<file path="src/rtl/piso_tx_pkg.sv">
// piso_tx_pkg: shared definitions for the PISO transmit controller.
//   state_t    : controller state encoding (IDLE / SHIFT / PARITY)
//   LSB_FIRST  : serialisation order of the shift path (1 = LSB first)
package piso_tx_pkg;

    typedef enum logic [1:0] {
        ST_IDLE   = 2'd0,
        ST_SHIFT  = 2'd1,
        ST_PARITY = 2'd2
    } state_t;

    localparam bit LSB_FIRST = 1'b1;

endpackage

</file>
<file path="src/rtl/piso_tx_ctrl_if.sv">
// piso_tx_ctrl_if: word-in / bit-out bundle of the PISO transmit controller.
//   in_data/in_valid/in_ready : parallel word handshake from the producer
//   ser_en                    : downstream consumes the current bit (stall when 0)
//   ser_out/ser_valid         : serial bit and its qualifier
//   ser_first/ser_last        : frame markers
// Modports: slave = the controller, master = the producer/link side.
interface piso_tx_ctrl_if #(
    parameter int WIDTH = 4
) ();
    logic [WIDTH-1:0] in_data;
    logic             in_valid;
    logic             in_ready;
    logic             ser_en;
    logic             ser_out;
    logic             ser_valid;
    logic             ser_first;
    logic             ser_last;

    modport slave (
        input  in_data, in_valid, ser_en,
        output in_ready, ser_out, ser_valid, ser_first, ser_last
    );

    modport master (
        output in_data, in_valid, ser_en,
        input  in_ready, ser_out, ser_valid, ser_first, ser_last
    );
endinterface

</file>
<file path="src/rtl/piso_shift_reg.sv">
// piso_shift_reg: WIDTH-bit parallel-load shift register.
//   clk, rst : clock, synchronous active-high reset (clears the register)
//   load, d  : parallel load, priority over shift
//   shift    : advance one bit toward the output end
//   q0       : bit currently at the output end
module piso_shift_reg
    import piso_tx_pkg::*;
#(
    parameter int WIDTH = 4
) (
    input  logic             clk,
    input  logic             rst,
    input  logic             load,
    input  logic             shift,
    input  logic [WIDTH-1:0] d,
    output logic             q0
);

    logic [WIDTH-1:0] r_sreg;

    always_ff @(posedge clk) begin
        if (rst) begin
            r_sreg <= '0;
        end else if (load) begin
            r_sreg <= d;
        end else if (shift) begin
            if (LSB_FIRST) r_sreg <= {1'b0, r_sreg[WIDTH-1:1]};
            else           r_sreg <= {r_sreg[WIDTH-2:0], 1'b0};
        end
    end

    assign q0 = LSB_FIRST ? r_sreg[0] : r_sreg[WIDTH-1];

endmodule

</file>
<file path="src/rtl/piso_tx_ctrl.sv">
// piso_tx_ctrl: accepts parallel words on a valid/ready handshake and sends
// them LSB first, one bit per ser_en cycle, with first/last frame markers and
// back-to-back frames without an idle cycle.
//   clk, rst : clock, synchronous active-high reset
//   bus      : piso_tx_ctrl_if.slave (word handshake + serial side)
//   busy     : a frame is in progress
// Optional feature: define PISO_TX_PARITY_EN to append an even-parity bit
// after the data bits of every frame.
//
// state     | meaning
// ----------+-----------------------------------------------------
// ST_IDLE   | no frame; in_ready=1, waiting for a word
// ST_SHIFT  | data bit r_cnt of the current word on ser_out
// ST_PARITY | parity bit on ser_out (PISO_TX_PARITY_EN only)
module piso_tx_ctrl
    import piso_tx_pkg::*;
#(
    parameter int WIDTH = 4
) (
    input  logic            clk,
    input  logic            rst,
    piso_tx_ctrl_if.slave   bus,
    output logic            busy
);

    localparam int             CNT_W    = $clog2(WIDTH);
    localparam logic [CNT_W-1:0] CNT_LAST = CNT_W'(WIDTH - 1);

    state_t           r_state;
    state_t           w_state_nxt;
    logic [CNT_W-1:0] r_cnt;
    logic [CNT_W-1:0] w_cnt_nxt;
    logic             w_load;
    logic             w_shift;
    logic [WIDTH-1:0] w_load_data;
    logic             w_q0;
    logic             w_ready;
    logic             w_ser_valid;
    logic             w_ser_out;
    logic             w_first;
    logic             w_last;
    logic             w_frame_end;

    piso_shift_reg #(.WIDTH(WIDTH)) u_sreg (
        .clk   (clk),
        .rst   (rst),
        .load  (w_load),
        .shift (w_shift),
        .d     (w_load_data),
        .q0    (w_q0)
    );

`ifdef PISO_TX_PARITY_EN
    logic r_par;

    // Parity is taken from the word as it is loaded; the clear-load at frame
    // end leaves it at 0, which is never shown.
    always_ff @(posedge clk) begin
        if (rst)         r_par <= 1'b0;
        else if (w_load) r_par <= ^w_load_data;
    end

    assign w_frame_end = bus.ser_en && (r_state == ST_PARITY);
`else
    assign w_frame_end = bus.ser_en && (r_state == ST_SHIFT) && (r_cnt == CNT_LAST);
`endif

    always_ff @(posedge clk) begin
        if (rst) begin
            r_state <= ST_IDLE;
            r_cnt   <= '0;
        end else begin
            r_state <= w_state_nxt;
            r_cnt   <= w_cnt_nxt;
        end
    end

    always_comb begin
        w_state_nxt = r_state;
        w_cnt_nxt   = r_cnt;
        w_load      = 1'b0;
        w_shift     = 1'b0;
        w_load_data = bus.in_data;
        w_ready     = 1'b0;
        w_ser_valid = 1'b0;
        w_ser_out   = 1'b0;
        w_first     = 1'b0;
        w_last      = 1'b0;

        case (r_state)
            ST_IDLE: begin
                w_ready = !rst;
                if (bus.in_valid && !rst) begin
                    w_load      = 1'b1;
                    w_cnt_nxt   = '0;
                    w_state_nxt = ST_SHIFT;
                end
            end
            ST_SHIFT: begin
                w_ser_valid = 1'b1;
                w_ser_out   = w_q0;
                w_first     = (r_cnt == '0);
`ifndef PISO_TX_PARITY_EN
                w_last      = (r_cnt == CNT_LAST);
`endif
                if (bus.ser_en && (r_cnt != CNT_LAST)) begin
                    w_shift   = 1'b1;
                    w_cnt_nxt = r_cnt + CNT_W'(1);
                end
`ifdef PISO_TX_PARITY_EN
                else if (bus.ser_en) begin
                    w_state_nxt = ST_PARITY;
                end
`endif
            end
`ifdef PISO_TX_PARITY_EN
            ST_PARITY: begin
                w_ser_valid = 1'b1;
                w_ser_out   = r_par;
                w_last      = 1'b1;
            end
`endif
            default: begin
                w_state_nxt = ST_IDLE;
            end
        endcase

        // Final bit consumed: chain the next word if one is waiting,
        // otherwise return to IDLE with the shift path cleared.
        if (w_frame_end) begin
            w_ready   = !rst;
            w_load    = 1'b1;
            w_cnt_nxt = '0;
            if (bus.in_valid) begin
                w_load_data = bus.in_data;
                w_state_nxt = ST_SHIFT;
            end else begin
                w_load_data = '0;
                w_state_nxt = ST_IDLE;
            end
        end
    end

    assign bus.in_ready  = w_ready;
    assign bus.ser_valid = w_ser_valid;
    assign bus.ser_out   = w_ser_out;
    assign bus.ser_first = w_first;
    assign bus.ser_last  = w_last;
    assign busy          = (r_state != ST_IDLE);

endmodule
</file>
<file path="src/flat_wrapper.sv">
// flat-port wrapper written by rule: the top's interface ports become plain ports
module piso_tx_ctrl_flat import piso_tx_pkg::*;
#(
    parameter int WIDTH = 4
)
  (clk, rst, busy, bus_in_data, bus_in_valid, bus_ser_en, bus_in_ready, bus_ser_out, bus_ser_valid, bus_ser_first, bus_ser_last);
  piso_tx_ctrl_if #(.WIDTH(WIDTH)) bus_i ();
  input  logic clk;
  input  logic rst;
  output logic busy;
  input wire logic [$bits(bus_i.in_data)-1:0] bus_in_data;
  input wire logic [$bits(bus_i.in_valid)-1:0] bus_in_valid;
  input wire logic [$bits(bus_i.ser_en)-1:0] bus_ser_en;
  output wire logic [$bits(bus_i.in_ready)-1:0] bus_in_ready;
  output wire logic [$bits(bus_i.ser_out)-1:0] bus_ser_out;
  output wire logic [$bits(bus_i.ser_valid)-1:0] bus_ser_valid;
  output wire logic [$bits(bus_i.ser_first)-1:0] bus_ser_first;
  output wire logic [$bits(bus_i.ser_last)-1:0] bus_ser_last;
  assign bus_i.in_data = bus_in_data;
  assign bus_i.in_valid = bus_in_valid;
  assign bus_i.ser_en = bus_ser_en;
  assign bus_in_ready = bus_i.in_ready;
  assign bus_ser_out = bus_i.ser_out;
  assign bus_ser_valid = bus_i.ser_valid;
  assign bus_ser_first = bus_i.ser_first;
  assign bus_ser_last = bus_i.ser_last;
  piso_tx_ctrl #(.WIDTH(WIDTH)) u_core (.clk(clk), .rst(rst), .bus(bus_i), .busy(busy));
endmodule
</file>
<file path="config.mk">
export PLATFORM = sky130hd
export DESIGN_NAME = piso_tx_ctrl_flat
export DESIGN_NICKNAME = d
export VERILOG_FILES = /design/src/rtl/piso_tx_pkg.sv /design/src/rtl/piso_tx_ctrl_if.sv /design/src/rtl/piso_shift_reg.sv /design/src/rtl/piso_tx_ctrl.sv /design/src/flat_wrapper.sv
export SDC_FILE = /design/constraint.sdc
export NUM_CORES = 1
export LEC_CHECK = 0
export ABC_AREA = 1
export CAP_MARGIN = 20
export CORE_AREA = 2 2 39 41
export CTS_CLUSTER_DIAMETER = 30
export DETAILED_ROUTE_END_ITERATION = 10
export DIE_AREA = 0 0 41 43
export PLACE_DENSITY_LB_ADDON = 0.05
export SYNTH_ARGS = -nofsm -noshare
export SYNTH_HDL_FRONTEND = slang
export SYNTH_SLANG_ARGS = --single-unit
</file>
<file path="constraint.sdc">
create_clock -name clk -period 2.3 [get_ports clk]
set_input_delay 0.46 -clock clk [delete_from_list [all_inputs] [get_ports clk]]
set_output_delay 0.46 -clock clk [all_outputs]
set_load 0.03 [all_outputs]
</file>
==> impl_results.html <==
<table>
<tr><th>Metric</th><th>Value</th></tr>
<tr><th colspan="2">Power</th></tr>
<tr><td>Maximum ir drop on the vdd rail</td><td>roughly 0.31 mV</td></tr>
<tr><td>Power density normalized to cell area</td><td>between 500 and 600 mW/mm2</td></tr>
<tr><td>Leakage power total</td><td>about 0.34 nW</td></tr>
<tr><th colspan="2">Critical path</th></tr>
<tr><td>Maximum fanout along the worst path</td><td>4</td></tr>
<tr><td>Worst Setup End Kind</td><td>output pin</td></tr>
<tr><td>Data required time of the critical path</td><td>~1800 ps</td></tr>
<tr><td>Reg2Reg Launch Point</td><td>u_core.r_state[0]$_SDFFE_PP0P_</td></tr>
<tr><td>Worst setup startpoint</td><td>u_core.r_cnt[1]$_SDFFE_PP0P_</td></tr>
<tr><td>WS Path Type</td><td>reg2out</td></tr>
<tr><td>CP startpoint kind</td><td>register</td></tr>
<tr><td>Worst R2R Setup Slack</td><td>just over 1000 ps</td></tr>
<tr><td>Arrival @ worst endpoint</td><td>approximately 1600 ps</td></tr>
<tr><th colspan="2">STA</th></tr>
<tr><td>Max-slew violation count</td><td>0</td></tr>
<tr><td>Slew of the pin with the lowest slew margin</td><td>304 ps</td></tr>
<tr><td>Highest clock rate</td><td>between 0.4 and 0.5 GHz</td></tr>
<tr><td>Final-report hold violation count</td><td>0</td></tr>
<tr><td>Final count of negative-setup-slack endpoints</td><td>0</td></tr>
<tr><td>Tightest slew margin relative to the limit</td><td>79.7%</td></tr>
<tr><td>Final min period</td><td>~2100 ps</td></tr>
<tr><td>Setup clock skew after layout</td><td>4.48 ps</td></tr>
<tr><td>RSZ-0062 raised after global routing</td><td>no</td></tr>
<tr><td>Post-route setup TNS</td><td>0 ps</td></tr>
<tr><td>Final worst slack</td><td>around 230 ps</td></tr>
<tr><td>Final cycle utilization of the critical path</td><td>approximately nine tenths</td></tr>
<tr><th colspan="2">Logic synthesis</th></tr>
<tr><td>Sequential fraction of the synthesis area</td><td>roughly 28%</td></tr>
<tr><td>Number of warnings printed during yosys synthesis</td><td>0</td></tr>
<tr><td>List of most frequent post-synthesis cells</td><td>13 x inv_1, 12 x nand3_1, 11 x nand2_1</td></tr>
<tr><td>Number of flops mapped to enable cells by yosys</td><td>0</td></tr>
<tr><td>Mapped Cells</td><td>between 70 and 80</td></tr>
<tr><td>Synth area leaders</td><td>dfxtp_1 28%, nand3_1 12%, inv_1 9.8%</td></tr>
<tr><td>Share of flip-flops with an asynchronous set or reset</td><td>0%</td></tr>
<tr><td>Register bit total from synthesis</td><td>7</td></tr>
<tr><td>Distinct cell type count of the synthesized netlist</td><td>16</td></tr>
<tr><td>Share of the synthesized area in the top cell type</td><td>28.3%</td></tr>
<tr><td>Leading register cell type out of synthesis</td><td>dfxtp_1</td></tr>
<tr><td>Cell area after synthesis</td><td>between 400 and 500 um2</td></tr>
<tr><td>Library cell occupying the most area in the post-synthesis netlist</td><td>dfxtp_1</td></tr>
<tr><td>Per-instance average area after synthesis</td><td>between 6 and 7 um2</td></tr>
<tr><td>Most frequent cell after synthesis</td><td>inv_1</td></tr>
<tr><td>Syn nets</td><td>between 80 and 90</td></tr>
<tr><th colspan="2">Placed design</th></tr>
<tr><td>Total half-perimeter wirelength after legalization and detailed placement</td><td>approximately 800 um</td></tr>
<tr><td>Post-Place Worst Slack</td><td>284 ps</td></tr>
<tr><td>Count of input and output buffers</td><td>13</td></tr>
<tr><td>Placer congestion estimate</td><td>roughly 0.7</td></tr>
<tr><th colspan="2">Floorplan</th></tr>
<tr><td>Core area</td><td>approximately 0.0014 mm2</td></tr>
<tr><td>Effective utilization at floorplan</td><td>a little over a third</td></tr>
<tr><td>Height of the chip</td><td>between 40 and 50 um</td></tr>
<tr><td>Die Footprint</td><td>between 0.0015 and 0.002 mm2</td></tr>
<tr><td>Die Wd</td><td>41 um</td></tr>
<tr><td>Number of rows created at floorplan</td><td>14</td></tr>
<tr><td>Number of top-level pins</td><td>14</td></tr>
<tr><th colspan="2">CTS</th></tr>
<tr><td>CTS H-Tree Depth</td><td>1</td></tr>
<tr><td>Number of buffers added for setup after CTS</td><td>0</td></tr>
<tr><td>Clock Latency Late Sink</td><td>~250 ps</td></tr>
<tr><td>Clock slew seen by the registers of the worst setup and hold paths</td><td>around 60 ps</td></tr>
<tr><td>Clock net sink count</td><td>7</td></tr>
<tr><td>Max clock buf depth</td><td>2</td></tr>
<tr><td>TritonCTS clock tree</td><td>built</td></tr>
<tr><td>TritonCTS Buffers</td><td>3</td></tr>
<tr><td>Cts repair resizes</td><td>0</td></tr>
<tr><td>Total of hold buffers inserted after clock tree synthesis</td><td>0</td></tr>
<tr><td>CTS Root Cell</td><td>clkbuf_4</td></tr>
<tr><th colspan="2">Min path</th></tr>
<tr><td>Startpoint of the lowest-slack hold path</td><td>u_core.u_sreg.r_sreg[3]$_SDFFE_PP0P_</td></tr>
<tr><td>Tightest Hold Check Type</td><td>reg2reg</td></tr>
<tr><th colspan="2">Drt</th></tr>
<tr><td>Detailed-route DRC error count</td><td>0</td></tr>
<tr><td>1st-pass router iterations</td><td>4</td></tr>
<tr><td>Routed WL per cell</td><td>9.42 um</td></tr>
<tr><td>DR vias/cell</td><td>about 4.4</td></tr>
<tr><td>Remaining antenna violation count after routing</td><td>0</td></tr>
<tr><td>Count of routing violations after the opening detailed-route iteration</td><td>4</td></tr>
<tr><td>Detailed-route via count</td><td>approximately 460</td></tr>
<tr><td>Wire length after detailed routing</td><td>around 970 um</td></tr>
<tr><th colspan="2">GRT</th></tr>
<tr><td>First-pass GRT wire length</td><td>~1600 um</td></tr>
<tr><td>Overflow left after global routing</td><td>0</td></tr>
<tr><td>Pin count of the biggest net entering global routing</td><td>9</td></tr>
<tr><td>Vias in the first global route</td><td>approximately 390</td></tr>
<tr><td>Total routing usage reported by global routing</td><td>between 10% and 20%</td></tr>
<tr><td>Antenna violations before repair</td><td>0</td></tr>
<tr><th colspan="2">Layout</th></tr>
<tr><td>Area taken by multi-input logic gates</td><td>roughly 270 um2</td></tr>
<tr><td>Diode count</td><td>0</td></tr>
<tr><td>Layout overhead on the synthesized area</td><td>33.1%</td></tr>
<tr><td>Total of fill cells in the finished design</td><td>147</td></tr>
<tr><td>Proportion of layout cells with a drive suffix above 1</td><td>around 21%</td></tr>
<tr><td>Final nets</td><td>just under 100</td></tr>
<tr><td>FF+latch area</td><td>about 140 um2</td></tr>
<tr><th colspan="2">Run</th></tr>
<tr><td>Max-Cap Viols</td><td>0</td></tr>
<tr><th colspan="2">Outcome</th></tr>
<tr><td>Status</td><td>completed</td></tr>
</table>
==> flip-flops by register name, summed over array words and instances (netlist names) <==
register / cells
u_core.r_cnt: 2
u_core.r_state: 1
u_core.u_sreg.r_sreg: 4
==> per-stage QoR <==
step / instances / area, um2 / hold WS [ps] / power [mW] / util [%]
CTS: 103 / 659 / 495 / 0.341 / 47.6
global placement: 99 / 632 / 490 / 0.225 / 45.7
detailed placement: 99 / 632 / 485 / 0.225 / 45.7
floorplan: 71 / 495 / 459 / 0.194 / -
global route: 103 / 659 / 524 / 0.359 / 47.6
finish: 103 / 659 / 492 / 0.331 / 47.6
==> layout by cell type, fill, tap and decap left out, drive strengths merged <==
cell           count
clkdlybuf4s50     12
dfxtp              7
nand2             17
buf                2
o21a               1
o21ai              4
clkinv             1
ha                 3
inv               17
a21oi              5
nand4              1
nand3             14
clkbuf             3
==> layout make-up <==
type / instances / share of cell area, %
multi-input combinational: 45 / 41.4
sequential: 7 / 21.3
timing repair buffer: 14 / 20.5
inverter: 17 / 9.68
clock buffer: 3 / 3.42
tap: 16 / 3.04
clock inverter: 1 / 0.759
==> worst paths after layout <==
kind | endpoint | cells after the start
max reg2reg | u_core.u_sreg.r_sreg[2]$_SDFFE_PP0P_ | 6
min reg2reg | u_core.u_sreg.r_sreg[3]$_SDFFE_PP0P_ | 2
min | u_core.u_sreg.r_sreg[3]$_SDFFE_PP0P_ | 2
max | bus_ser_last | 4
==> worst max-delay path, stage by stage (launching register included) <==
cell and delay, ps:
dfxtp_1 380, ha_1 200, nand2_1 60, inv_1 60
clkdlybuf4s50_1 660
==> layer usage <==
layer	wire (um)	GRT usage, %	part of all wire [%]
met3	38	9.42	3.9
met1	476	18.6	49
met5	0	0	0
met4	7	2.00	0.72
met2	448	18.8	46
==> logic make-up after synthesis <==
| group | Yosys count | synth area share (%) |
|---|---|---|
| buf+inv | 19 | 16.7 |
| compound gates | 10 | 10.6 |
| simple gates | 32 | 36.9 |
| fa+ha+maj | 3 | 7.58 |
| flops | 7 | 28.3 |
==> where the power goes <==
group / leakage, nW / total [mW] / internal, mW / switching, mW
Combinational: 0.265 / 0.0853 / 0.0381 / 0.0472
Sequential: 0.0573 / 0.136 / 0.130 / 0.00687
Clock: 0.0177 / 0.110 / 0.0635 / 0.0461
Total: 0.340 / 0.331 / 0.231 / 0.100
Note: power is estimated with default switching activity, not from simulation.
